**src/rtl/alt_pkg.sv**
```systemverilog
// Shared types and helpers for the ambient-light frame scheduler.
// Job and state encodings are used by the scheduler and its divider.
package alt_pkg;

    localparam int DIV_W = 64;

    typedef enum logic [2:0] {
        ST_IDLE,
        ST_LOAD,
        ST_DIV,
        ST_WB,
        ST_VAR,
        ST_DONE
    } sched_state_e;

    typedef enum logic [2:0] {
        JOB_R,
        JOB_G,
        JOB_B,
        JOB_FD2,
        JOB_FD2SQ
    } job_e;

    function automatic logic [31:0] frame_pix(input int h, input int v);
        return 32'(h * v);
    endfunction

    function automatic job_e next_job(input job_e j);
        job_e n;
        case (j)
            JOB_R:   n = JOB_G;
            JOB_G:   n = JOB_B;
            JOB_B:   n = JOB_FD2;
            JOB_FD2: n = JOB_FD2SQ;
            default: n = JOB_R;
        endcase
        return n;
    endfunction

    // Ambient shifts are 8-bit; larger quotients clamp to full scale.
    function automatic logic [7:0] sat_amb(input logic [DIV_W-1:0] q);
        return (q > 64'd255) ? 8'hFF : q[7:0];
    endfunction

endpackage

```
**src/rtl/alt_serial_div.sv**
```systemverilog
// Restoring serial divider: 64-bit dividend by 32-bit divisor, one quotient bit per cycle.
// done is high during the cycle of the final iteration; quotient is valid from the next cycle.
module alt_serial_div
    import alt_pkg::*;
(
    input  logic             clk_pixl,
    input  logic             reset,
    input  logic             start,
    input  logic [DIV_W-1:0] dividend,
    input  logic [31:0]      divisor,
    output logic [DIV_W-1:0] quotient,
    output logic             done
);

    localparam logic [6:0] LAST_ITER = 7'(DIV_W - 1);

    logic [DIV_W-1:0] quo_reg, quo_next;
    logic [31:0]      rem_reg, rem_next;
    logic [6:0]       cnt_reg, cnt_next;
    logic             run_reg, run_next;
    logic [32:0]      trial;
    logic [32:0]      diff;

    // quo_reg shifts the dividend out of its top while quotient bits enter at the bottom.
    always_comb begin
        trial    = {rem_reg, quo_reg[DIV_W-1]};
        diff     = trial - {1'b0, divisor};
        quo_next = quo_reg;
        rem_next = rem_reg;
        cnt_next = cnt_reg;
        run_next = run_reg;
        if (start) begin
            quo_next = dividend;
            rem_next = '0;
            cnt_next = '0;
            run_next = 1'b1;
        end else if (run_reg) begin
            if (trial >= {1'b0, divisor}) begin
                rem_next = diff[31:0];
                quo_next = {quo_reg[DIV_W-2:0], 1'b1};
            end else begin
                rem_next = trial[31:0];
                quo_next = {quo_reg[DIV_W-2:0], 1'b0};
            end
            cnt_next = cnt_reg + 7'd1;
            if (cnt_reg == LAST_ITER) begin
                run_next = 1'b0;
            end
        end
    end

    always_ff @(posedge clk_pixl or negedge reset) begin
        if (!reset) begin
            quo_reg <= '0;
            rem_reg <= '0;
            cnt_reg <= '0;
            run_reg <= 1'b0;
        end else begin
            quo_reg <= quo_next;
            rem_reg <= rem_next;
            cnt_reg <= cnt_next;
            run_reg <= run_next;
        end
    end

    assign done     = run_reg && (cnt_reg == LAST_ITER);
    assign quotient = quo_reg;

endmodule

```
**src/rtl/alt_frame_sched.sv**
```systemverilog
// Raster sequencer and shared-divider statistics scheduler for the ambient-light threshold path.
// Optional ALT_SCHED_VAR_EN: adds a VAR step so covar_o = E[FD2^2] - mean^2 instead of the raw moment.
module alt_frame_sched
    import alt_pkg::*;
#(
    parameter int H_ACT    = 640,
    parameter int V_ACT    = 480,
    parameter int PIPE_LAT = 3
) (
    input  logic        clk_pixl,
    input  logic        reset,
    input  logic        valid_i,
    input  logic        frame_sync_i,
    input  logic [31:0] sum_r_i,
    input  logic [31:0] sum_g_i,
    input  logic [31:0] sum_b_i,
    input  logic [63:0] sum_fd2_i,
    input  logic [63:0] sum_fd2sq_i,
    output logic [9:0]  syncX_o,
    output logic [9:0]  syncY_o,
    output logic        acc_clr_o,
    output logic        frame_end_o,
    output logic [7:0]  amb_r_o,
    output logic [7:0]  amb_g_o,
    output logic [7:0]  amb_b_o,
    output logic [31:0] mean_o,
    output logic [63:0] covar_o,
    output logic        busy_o,
    output logic        stats_valid_o,
    output logic        overrun_o
);

    localparam logic [31:0] FRAME_PIX = frame_pix(H_ACT, V_ACT);
    localparam logic [9:0]  X_LAST    = 10'(H_ACT - 1);
    localparam logic [9:0]  Y_LAST    = 10'(V_ACT - 1);

    // ---------------- raster ----------------
    logic [9:0] x_reg, x_next;
    logic [9:0] y_reg, y_next;
    logic       wrap_token;

    always_comb begin
        x_next     = x_reg;
        y_next     = y_reg;
        wrap_token = 1'b0;
        if (frame_sync_i) begin
            // A pixel accepted with the sync is itself the origin.
            x_next = (valid_i && (X_LAST != 10'd0)) ? 10'd1 : 10'd0;
            y_next = '0;
        end else if (valid_i) begin
            if (x_reg == X_LAST) begin
                x_next = '0;
                if (y_reg == Y_LAST) begin
                    y_next     = '0;
                    wrap_token = 1'b1;
                end else begin
                    y_next = y_reg + 10'd1;
                end
            end else begin
                x_next = x_reg + 10'd1;
            end
        end
    end

    always_ff @(posedge clk_pixl or negedge reset) begin
        if (!reset) begin
            x_reg <= '0;
            y_reg <= '0;
        end else begin
            x_reg <= x_next;
            y_reg <= y_next;
        end
    end

    assign syncX_o = frame_sync_i ? 10'd0 : x_reg;
    assign syncY_o = frame_sync_i ? 10'd0 : y_reg;

    // Frame-end token travels alongside the last pixel until it lands in the accumulators.
    logic [PIPE_LAT-1:0] fe_sr_reg, fe_sr_next;
    logic [PIPE_LAT:0]   fe_chain;

    assign fe_chain[0] = wrap_token;

    generate
        for (genvar gi = 0; gi < PIPE_LAT; gi++) begin : g_fe_pipe
            assign fe_chain[gi+1]  = fe_sr_reg[gi];
            assign fe_sr_next[gi]  = frame_sync_i ? 1'b0 : fe_chain[gi];
        end
    endgenerate

    always_ff @(posedge clk_pixl or negedge reset) begin
        if (!reset) begin
            fe_sr_reg <= '0;
        end else begin
            fe_sr_reg <= fe_sr_next;
        end
    end

    assign frame_end_o = fe_chain[PIPE_LAT];
    assign acc_clr_o   = frame_end_o | frame_sync_i;

    // ---------------- scheduler FSM ----------------
    sched_state_e state_reg, state_next;
    job_e         job_reg, job_next;
    logic         div_start;
    logic         div_done;
    logic [63:0]  div_dividend;
    logic [63:0]  div_quo;

    always_comb begin
        state_next = state_reg;
        job_next   = job_reg;
        div_start  = 1'b0;
        case (state_reg)
            ST_IDLE: begin
                if (frame_end_o) begin
                    state_next = ST_LOAD;
                    job_next   = JOB_R;
                end
            end
            ST_LOAD: begin
                div_start  = 1'b1;
                state_next = ST_DIV;
            end
            ST_DIV: begin
                if (div_done) begin
                    state_next = ST_WB;
                end
            end
            ST_WB: begin
                if (job_reg == JOB_FD2SQ) begin
`ifdef ALT_SCHED_VAR_EN
                    state_next = ST_VAR;
`else
                    state_next = ST_DONE;
`endif
                end else begin
                    job_next   = next_job(job_reg);
                    state_next = ST_LOAD;
                end
            end
            ST_VAR:  state_next = ST_DONE;
            ST_DONE: state_next = ST_IDLE;
            default: state_next = ST_IDLE;
        endcase
    end

    always_ff @(posedge clk_pixl or negedge reset) begin
        if (!reset) begin
            state_reg <= ST_IDLE;
            job_reg   <= JOB_R;
        end else begin
            state_reg <= state_next;
            job_reg   <= job_next;
        end
    end

    // ---------------- snapshot, results ----------------
    logic [31:0] snap_r_reg, snap_g_reg, snap_b_reg;
    logic [63:0] snap_fd2_reg, snap_fd2sq_reg;
    logic [7:0]  amb_r_reg, amb_g_reg, amb_b_reg;
    logic [31:0] mean_reg;
    logic [63:0] covar_reg;
    logic        stats_valid_reg;
    logic        overrun_reg;

    // Colour sums carry two extra fraction bits into the quotient.
    always_comb begin
        div_dividend = '0;
        case (job_reg)
            JOB_R:     div_dividend = {30'd0, snap_r_reg, 2'b00};
            JOB_G:     div_dividend = {30'd0, snap_g_reg, 2'b00};
            JOB_B:     div_dividend = {30'd0, snap_b_reg, 2'b00};
            JOB_FD2:   div_dividend = snap_fd2_reg;
            JOB_FD2SQ: div_dividend = snap_fd2sq_reg;
            default:   div_dividend = '0;
        endcase
    end

    alt_serial_div u_div (
        .clk_pixl (clk_pixl),
        .reset    (reset),
        .start    (div_start),
        .dividend (div_dividend),
        .divisor  (FRAME_PIX),
        .quotient (div_quo),
        .done     (div_done)
    );

`ifdef ALT_SCHED_VAR_EN
    logic [63:0] q_fd2sq_reg;
    logic [63:0] mean_sq;
    assign mean_sq = {32'd0, mean_reg} * {32'd0, mean_reg};
`endif

    always_ff @(posedge clk_pixl or negedge reset) begin
        if (!reset) begin
            snap_r_reg      <= '0;
            snap_g_reg      <= '0;
            snap_b_reg      <= '0;
            snap_fd2_reg    <= '0;
            snap_fd2sq_reg  <= '0;
            amb_r_reg       <= '0;
            amb_g_reg       <= '0;
            amb_b_reg       <= '0;
            mean_reg        <= '0;
            covar_reg       <= '0;
            stats_valid_reg <= 1'b0;
            overrun_reg     <= 1'b0;
`ifdef ALT_SCHED_VAR_EN
            q_fd2sq_reg     <= '0;
`endif
        end else begin
            stats_valid_reg <= (state_reg == ST_DONE);
            // A frame end during a running sequence is dropped; that sequence finishes intact.
            if (frame_end_o) begin
                if (state_reg == ST_IDLE) begin
                    snap_r_reg     <= sum_r_i;
                    snap_g_reg     <= sum_g_i;
                    snap_b_reg     <= sum_b_i;
                    snap_fd2_reg   <= sum_fd2_i;
                    snap_fd2sq_reg <= sum_fd2sq_i;
                end else begin
                    overrun_reg <= 1'b1;
                end
            end
            if (state_reg == ST_WB) begin
                case (job_reg)
                    JOB_R:     amb_r_reg <= sat_amb(div_quo);
                    JOB_G:     amb_g_reg <= sat_amb(div_quo);
                    JOB_B:     amb_b_reg <= sat_amb(div_quo);
                    JOB_FD2:   mean_reg  <= div_quo[31:0];
`ifdef ALT_SCHED_VAR_EN
                    JOB_FD2SQ: q_fd2sq_reg <= div_quo;
`else
                    JOB_FD2SQ: covar_reg <= div_quo;
`endif
                    default: ;
                endcase
            end
`ifdef ALT_SCHED_VAR_EN
            if (state_reg == ST_VAR) begin
                covar_reg <= q_fd2sq_reg - mean_sq;
            end
`endif
        end
    end

    assign amb_r_o       = amb_r_reg;
    assign amb_g_o       = amb_g_reg;
    assign amb_b_o       = amb_b_reg;
    assign mean_o        = mean_reg;
    assign covar_o       = covar_reg;
    assign busy_o        = (state_reg != ST_IDLE);
    assign stats_valid_o = stats_valid_reg;
    assign overrun_o     = overrun_reg;

endmodule

```
**config.mk**
```make
export PLATFORM = sky130hd
export DESIGN_NAME = alt_frame_sched
export DESIGN_NICKNAME = d
export VERILOG_FILES = /design/src/rtl/alt_pkg.sv /design/src/rtl/alt_serial_div.sv /design/src/rtl/alt_frame_sched.sv
export SDC_FILE = /design/constraint.sdc
export NUM_CORES = 1
export LEC_CHECK = 0
export CORE_MARGIN = 10
export CORE_UTILIZATION = 40
export DETAILED_ROUTE_END_ITERATION = 10
export SLEW_MARGIN = 10
export SYNTH_ARGS = -nofsm -noshare
export SYNTH_HDL_FRONTEND = slang
export SYNTH_SLANG_ARGS = --single-unit
```
**constraint.sdc**
```tcl
create_clock -name clk_pixl -period 2.6 [get_ports clk_pixl]
set_clock_uncertainty 0.2 [all_clocks]
set_input_delay 0.52 -clock clk_pixl [delete_from_list [all_inputs] [get_ports clk_pixl]]
set_output_delay 0.52 -clock clk_pixl [all_outputs]
set_load 0.02 [all_outputs]
```
==> Word-level counts from Yosys, hierarchy flattened <==
Cells that the tools add are included.
{ "classes": {"n_addsub": 4, "n_mul": 0, "n_div": 0, "order_cmp": 2, "eq_ne": 15, "shift": 0, "n_mux": 38, "bitwise_logic": 2, "reduce_logical": 18} }
{ "op_table": {"columns": ["cell", "count"], "rows": [
  ["one-hot mux 64 bit (5 select lines)", 1],
  ["2-to-1 mux 64 bit", 2],
  ["2-to-1 mux 32 bit", 3],
  ["2-to-1 mux 10 bit", 9],
  ["> comparator 64 x 8 -> 1 bit (second input constant)", 1],
  ["greater-or-equal comparator 33 x 19 -> 1 bit (second input constant)", 1],
  ["subtractor 32 x 19 -> 32 bit (second input constant)", 1],
  ["adder 10 x 1 -> 10 bit (second input constant)", 2],
  ["AND reduction 2 bit", 9],
  ["2-to-1 mux 3 bit", 5],
  ["one-hot mux 3 bit (5 select lines)", 1],
  ["2-to-1 mux 7 bit", 2],
  ["== test 3 x 2 -> 1 bit (second input constant)", 4],
  ["2-to-1 mux 1 bit", 12],
  ["one-hot mux 3 bit (4 select lines)", 1],
  ["== test 10 bit (second input constant)", 1],
  ["== test 10 x 9 -> 1 bit (second input constant)", 1],
  ["== test 3 bit (second input constant)", 3],
  ["2-to-1 mux 8 bit", 1],
  ["nonzero test 2 bit", 4],
  ["adder 7 x 1 -> 7 bit (second input constant)", 1],
  ["== test 7 x 6 -> 1 bit (second input constant)", 1],
  ["== test 3 x 1 -> 1 bit (second input constant)", 2],
  ["zero test 3 bit", 2],
  ["other kinds (7)", 9]
]} }
{ "totals": {"ff_bits": 479, "latch_bits": 0, "ramBits": 0, "mem_bits_ro": 0, "output_inout_bits": 145, "word_cells": 100, "mem_count": 0} }

==> Longest topological paths before layout <==
{ "depth": {"depth_word": 5, "mapped_depth": 8} }

==> Modules after synthesis <==
From an unflattened synthesis, not the netlist that was laid out.
{ "hier_totals": {"hier_cells": 1979, "area_unflattened_um2": 23157.2} }
{ "modules_own_cells": {"columns": ["mod", "instances", "cells_each", "area_per_inst_um2", "seq_area_each_um2"], "rows": [
  ["alt_frame_sched", 1, 1180, 16155.5, 9384.0],
  ["alt_serial_div", 1, 799, 7001.7, 2602.5]
]} }

==> Worst setup path before layout <==
OpenSTA, ideal clock, no wires.
{ "synth_path": {"path_kind": "reg-to-reg", "start": "register state_reg[1]", "end": "register snap_fd2sq_reg[0]", "setup_ps": 125, "arrival_time_ps": 2017, "required_time_ps": 2275, "slack_ps": 258, "path_stages_with_launch": 7, "path_buffers": 3, "synth_period_minus_slack_ps": 2342, "cell_sequence": "dfrtp_1 -> clkbuf_1 -> or3_1 -> nor2_2 -> buf_2 -> buf_2 -> mux2_2"} }
{ "synth_between": {"elab_chain_len": 2} }
{ "synth_rtl": {"columns": ["element", "line", "text"], "rows": [
  ["start, declared", "alt_frame_sched.sv:103", "sched_state_e state_reg, state_next;"],
  ["start signal, assigned", "alt_frame_sched.sv:153", "state_reg <= state_next;"],
  ["zero test 3 bit", "alt_frame_sched.sv:217", "if (state_reg == ST_IDLE) begin"],
  ["AND reduction 2 bit (no source line)", null, null],
  ["end signal, assigned", "alt_frame_sched.sv:222", "snap_fd2sq_reg <= sum_fd2sq_i;"],
  ["end, declared", "alt_frame_sched.sv:160", "logic [63:0] snap_fd2_reg, snap_fd2sq_reg;"]
]} }
Every way passes these cells.
A chain may end at the register's enable or synchronous reset.

==> Final worst setup path <==
{ "layout_path": {"start": "register state_reg[2]", "end": "output port busy_o"} }
{ "layout_between": {"elab_chain_len": 1} }
{ "layout_rtl": {"columns": ["element", "line", "text"], "rows": [
  ["nonzero test 3 bit", "alt_frame_sched.sv:254", "assign busy_o = (state_reg != ST_IDLE);"],
  ["end, declared", "alt_frame_sched.sv:28", "output logic busy_o,"]
]} }
Every way passes these cells.

==> results.md <==
- The floorplan step defined a die boundary enclosing a little over 60000 sq um.
- The number of placement rows is 83.
- The cell type contributing the most total cell area after synthesis is dfrtp_1.
- The top flip-flop cell by instance count after synthesis is dfrtp_1.
- The internal portion of the total power is 13.06 mW.
- The netlist uses 57 different library cells.
- The max-cap violation count is 0.
- Pin placement for this block handled 373 I/O pins.
- The HPWL after detailed placement is ~44000 um.
- The shortest period the worst path allows is ~2500 ps.
- The switching share of total power is a little under a quarter.
- The post-synthesis cell count is around 1600.
- The net count after synthesis is around 1900.
- The clock transition time at the flip-flop clock pins of the worst setup and hold paths is ~60 ps.
- The initial cell density of the core is about 40%.
- The category of the critical setup timing path is reg -> out.
- The number of buffers and inverters on the critical path is 1.
- VDD sags by at most between 400 and 500 uV.
- In this run, synthesis produced a sequential element count of between 400 and 500.
- The signal on the critical path passes through or3_4 -> dlygate4sd2_1.
- The relative max-transition margin is a little under half.
- Final hold analysis gives a worst-case slack of about 260 ps.
- The synthesized netlist occupies a cell area of roughly 21000 sq um.
- The post-synthesis to final-layout area growth is 32.54%.
- The overall routing resource usage is between 10% and 20%.
- The cell with the biggest individual delay on the critical path is or3_4.
- Sequential cells were found to cover roughly three fifths of the synthesized design area.
- For this run, the slowest stage of the critical path takes around 440 ps.
- The H-tree was split into 2 levels.
- The vertical die dimension is approximately 250 um.
- The count of warnings emitted by yosys is 0.
- Dividing the detail-routed wire length by the instance count gives around 22 um.
- The total negative slack for setup checks is 0 ps.
- The total power draw is approximately 17 mW.
- The number of global-route vias before repair came to 15510.
- The number of antenna violations at the first check in global routing was 7.
- The post-synthesis area per instance is between 10 and 15 sq um.
- The clock drives 479 sinks.
- Setup repair after global routing could not meet its margin everywhere.
- Summed over all layers, the routed wires come to between 60000 and 70000 um.
- The share of total power dissipated in the clock network is a little over two fifths.
- The analysis attributes to net switching a power of about 4 mW.
- The part of the total power dissipated in sequential elements is 48.2%.
- At the end of the flow, the number of nets in the layout was ~2200.
- The count of final max-slew check failures is 0.
- The number of buffers between clock root and the deepest sink is 3.
- Setup violations remaining at the end of the flow were counted as 0.
- Clock latency on the worst-skew pair, taken at its later pin, is 600 ps.
- The final RePlAce weighted congestion is around 0.84.
- For this run, design rule violations remaining after detail routing come to 0.
- Buffers placed on the I/O ports in this run total 372.
- The pre-antenna-repair detailed-routing pass consisted of 4 iterations.
- The combinational power share is 7.9%.
- In this run, the number of DRC markers left after iteration 0 of detailed routing was between 800 and 900.
- In this run the horizontal extent of the chip is about 250 um.
- The placeable core region is approximately 51000 sq um.
- The fraction of the cycle the final worst path needs is a little over nine tenths.
- The largest fanout on the critical path is 3.
- The first global-routing pass estimated between 90000 and 100000 um of wire.
- The clock buffer count from CTS is between 50 and 60.
- In this run the power density over the cells is roughly 620 nW/um^2.
- The share of final-layout standard cells stronger than drive strength 1 is about a quarter.
- The commonest cells after synthesis are dfrtp_1, mux2_2, o21ai_0.
- The run finished with clean final reports.
- The leakage power is 12.16 nW.
- The sort of element at the end of the critical path is a primary output.
- The type of element launching the critical path is a flop.
- For the pin with the worst max-slew slack, the measured transition is roughly 820 ps.
- In the post-synthesis netlist, the cell with the most instances is dfrtp_1.
- The signal arrival time at the worst endpoint is 1750 ps.
- The kind of cell adding the most delay to the critical path is simple AND/OR/NAND/NOR gates.
- The number of vias after detailed routing is approximately 14000.
- The area share of the leading cell type in the synthesized netlist is between 50% and 60%.
- Entering global routing, the biggest net connects 80 pins.
- The number of nets still failing antenna checks after routing is 0.
- After detailed routing, the number of vias per cell comes to ~5.3.
- TritonCTS built the clock tree.
- The min-delay analysis places its worst path in the category reg -> reg.
- Clock tree synthesis selected as its root buffer the cell clkbuf_16.
- The hold violation total from the final report is 0.
- The async set or reset register ratio after synthesis is between 90% and 100%.
- The data required time of the critical path is roughly 1900 ps.
- The number of synthesized flops with an enable pin is 0.
- The fraction of the core area covered by cells at the end of the flow is between 50% and 60%.
- The total global routing overflow is 0.
- The highest clock frequency the design can meet is between 0.4 and 0.5 GHz.
- Ranked by total cell area, the synthesized netlist is headed by dfrtp_1, mux2_2, mux2i_1.
[layer usage]
metal / global-route usage (%) / vias to the layer above / routed length [um]
met2: 32.55 / 295 / 29440
met5: 0 / - / 76
met1: 25.61 / 7318 / 26020
met4: 5.665 / 12 / 1440
met3: 4.920 / 80 / 3624
li1: - / 6673 / -
[placed cells by master, fill, tap and decap left out, types with 7 or more instances in the layout]
cell / instances
nand3_1: 15
nand2_1: 81
o21a_1: 33
clkdlybuf4s50_1: 349
a22oi_1: 32
buf_12: 20
dlygate4sd2_1: 21
clkbuf_16: 53
mux2_2: 320
nand4_1: 11
a21oi_1: 21
nor2b_1: 22
nor3_1: 10
nor2_1: 66
dfrtp_1: 476
mux2i_1: 80
clkinv_2: 7
clkbuf_1: 13
buf_4: 56
nor4_1: 15
clkbuf_8: 10
a221oi_1: 32
o22ai_1: 34
o21ai_0: 142
xor2_1: 27
xnor2_1: 7
[kinds of logic after synthesis]
group | after synthesis | share of synthesized area (%)
AOI/OAI and AO/OA | 323 | 9.905
buffers and inverters | 116 | 2.341
adders and majority gates | 4 | 0.2432
DFF | 479 | 58.25
and+or+nand+nor | 266 | 6.409
muxes | 400 | 21.40
xor gates and xnor gates | 34 | 1.447
[repair_timing]
action                     in CTS  in global routing
buffers inserted                0                  0
hold buffers                    1                  0
hold endpoints to repair       41                  0
setup endpoints to repair      22                 22
gates resized for setup        23                  3
[through the flow]
stage / setup WS, ps / instance area [sq um] / cells
after floorplan: 257.8 / 20580 / 1622
after global routing: -29.38 / 27270 / 2731
final: 130.6 / 27270 / 2731
after global placement: -41.42 / 25550 / 2639
after detailed placement: -85.45 / 25550 / 2639
after CTS: 0.7827 / 27260 / 2730
[final cells by class]
cell class | count | area, sq um
fillers | 4408 | 23820
flip-flops and latches | 479 | 11990
multi-input cells | 1027 | 8158
repair buffers | 449 | 4536
clock buffers | 76 | 1513
well taps | 680 | 850.8
clock inverters | 14 | 202.7
inverters | 5 | 18.77
diodes | 1 | 2.502
[power by group through the flow]
| stage | clock, mW | sequential (mW) | combinational [mW] |
|---|---|---|---|
| 6_report | 7.47 | 8.19 | 1.34 |
| 5_1_grt | 7.96 | 8.25 | 1.50 |
| 4_1_cts | 7.65 | 8.19 | 1.37 |
| 3_5_place_dp | 0 | 8.32 | 1.36 |
| 3_3_place_gp | 0 | 8.31 | 1.34 |
| 2_1_floorplan | 0 | 8.18 | 0.621 |
[worst paths after layout]
| kind | cells past startpoint | startpoint | end | slack, ps |
|---|---|---|---|---|
| setup / recovery | 2 | state_reg[2] | busy_o | 130 |
| max in group asynchronous | 3 | reset | snap_b_reg[20] | 1150 |
| min in group asynchronous | 2 | reset | snap_fd2sq_reg[47] | 310 |
| hold reg to reg | 1 | fe_sr_reg[1] | fe_sr_reg[2] | 260 |
| hold / removal | 1 | fe_sr_reg[1] | fe_sr_reg[2] | 260 |
| setup reg to reg | 7 | u_div.quotient[18] | amb_g_o[7] | 140 |
Power figures use the tool's default switching activity.
==> variant (same flow settings) <==
Re-encode `job_e` (5 values) as one-hot, 5 bits wide.
--- a/src/rtl/alt_pkg.sv
+++ b/src/rtl/alt_pkg.sv
@@ -13,12 +13,12 @@
         ST_DONE
     } sched_state_e;
 
-    typedef enum logic [2:0] {
-        JOB_R,
-        JOB_G,
-        JOB_B,
-        JOB_FD2,
-        JOB_FD2SQ
+    typedef enum logic [4:0] {
+        JOB_R     = 5'b00001,
+        JOB_G     = 5'b00010,
+        JOB_B     = 5'b00100,
+        JOB_FD2   = 5'b01000,
+        JOB_FD2SQ = 5'b10000
     } job_e;
 
     function automatic logic [31:0] frame_pix(input int h, input int v);
Behaviour: same outputs for any inputs over 4 cycles, from zero or initial values and one cycle with reset low; so few cycles prove little.
==> variant against the unedited design <==
  * Wire length decreased by 1.1%
  * Die area down 0.65%
  * Global-route usage down 0.27 points
  * Largest cell class unchanged
  * Worst setup slack got worse by 0.10 ns
  * Register-to-register slack got worse by 0.11 ns
  * Core utilization up 0.80 points
  * Sequential cell count is 2 higher
  * Area after synthesis fell by 0.71%
  * Design area is essentially flat
  * First-iteration DRC count grew 5.5%
Power is not compared: it rests on default switching activity, and its combinational part moved more than twofold at a synthesized area within 25%.
==> variant: results (changes against the unedited design) <==
Worst setup path
  • CP Launch Point: u_div.rem_reg[29]
  • Reg2reg path depth: 6 (-1)
  • CP max stage delay: 0.69 ns (+0.25 ns)
  • WP data arrival: 2.83 ns (+1.08 ns)
  • Crit path max fanout: 14 (+11)

STA
  • Max_slew headroom: 60.6% (+15 points)

Yosys
  • Post-Syn Instances: 1550 (-4.4%)
  • Most frequent cells after synthesis: dfrtp_1 (480), mux2_2 (321), clkbuf_1 (70)
  • Post-synthesis sequential area ratio: 58.9% (+0.66 points)
  • Synth cell types: 63 (+11%)

Clocking
  • Post-CTS Resized: 22 (-4.3%)
  • CTS sink count: 481 (+0.42%)

Finish
  • Clk_buf instances: 74 (-2.6%)
  • Layout cells sized above 1: 26.1% (+1.8 points)
  • P&R area growth vs syn: 33.6%
  • Clk tree area frac: 6.42% (+0.13 points)
  • Final cell count without fillers: 2661 (-2.6%)
  • Register area: 0.0120 mm^2 (+0.43%)
  • Non-clk bufs: 447 (-0.45%)
  • Signal buf overhead: 17.0% (+0.37 points)
  • Layout Nets: 2179 (-3.0%)

Placed design
  • Pre-CTS setup slack: -0.116 ns (-0.0307 ns)
  • Dpl cell area: 0.0255 mm^2 (-0.10%)
  • Hpwl dp: 43200 um (-2.1%)
  • Final RePlAce weighted congestion: 0.796 (-5.3%)

Detailed routing
  • DR iter-0 viols: 862 (+5.5%)
  • Routed vias/inst: 5.42 (+3.0%)
  • WL per Instance: 22.5 um (+1.5%)
  • DRT Pass-1 Iters: 8 (+4)

GRT
  • Overall Global Routing Usage: 19.6% (-0.27 points)
  • Largest net degree at the start of global routing: 72 (-10%)
  • Initial antenna violation count: 4 (-3)

Status
  • Outcome: finished, final reports clean

Hold path
  • Hold path startpoint: overrun_o
[variant: path summary, 6_finish.rpt]
| check | to | slack [ns] |
|---|---|---|
| setup / recovery | u_div.rem_reg[13] | 0.03 |
| hold / removal | overrun_o | 0.25 |
| setup reg to reg | u_div.rem_reg[13] | 0.03 |
| hold reg to reg | overrun_o | 0.25 |
| max in group asynchronous | mean_o[18] | 1.07 |
| min in group asynchronous | snap_fd2sq_reg[6] | 0.28 |
[variant: routing by layer]
metal / vias to the layer above / routed length [um] / GRT usage, % / share of wire, %
li1: 6551 / - / - / -
met1: 7405 / 25500 / 25.3 / 43
met2: 374 / 29200 / 32.1 / 49
met3: 97 / 3510 / 4.35 / 5.9
met4: 6 / 1640 / 6.30 / 2.7
met5: - / 35 / 0 / 0.058
[variant: cell families after synthesis]
kind of cell	count (synthesis)	synth area share [%]
buffers and inverters	109	2.31
xor gates and xnor gates	30	1.29
AOI/OAI and AO/OA	299	10.3
and+or+nand+nor	259	6.99
DFF	481	58.9
adders and majority gates	4	0.245
muxes	368	20.0
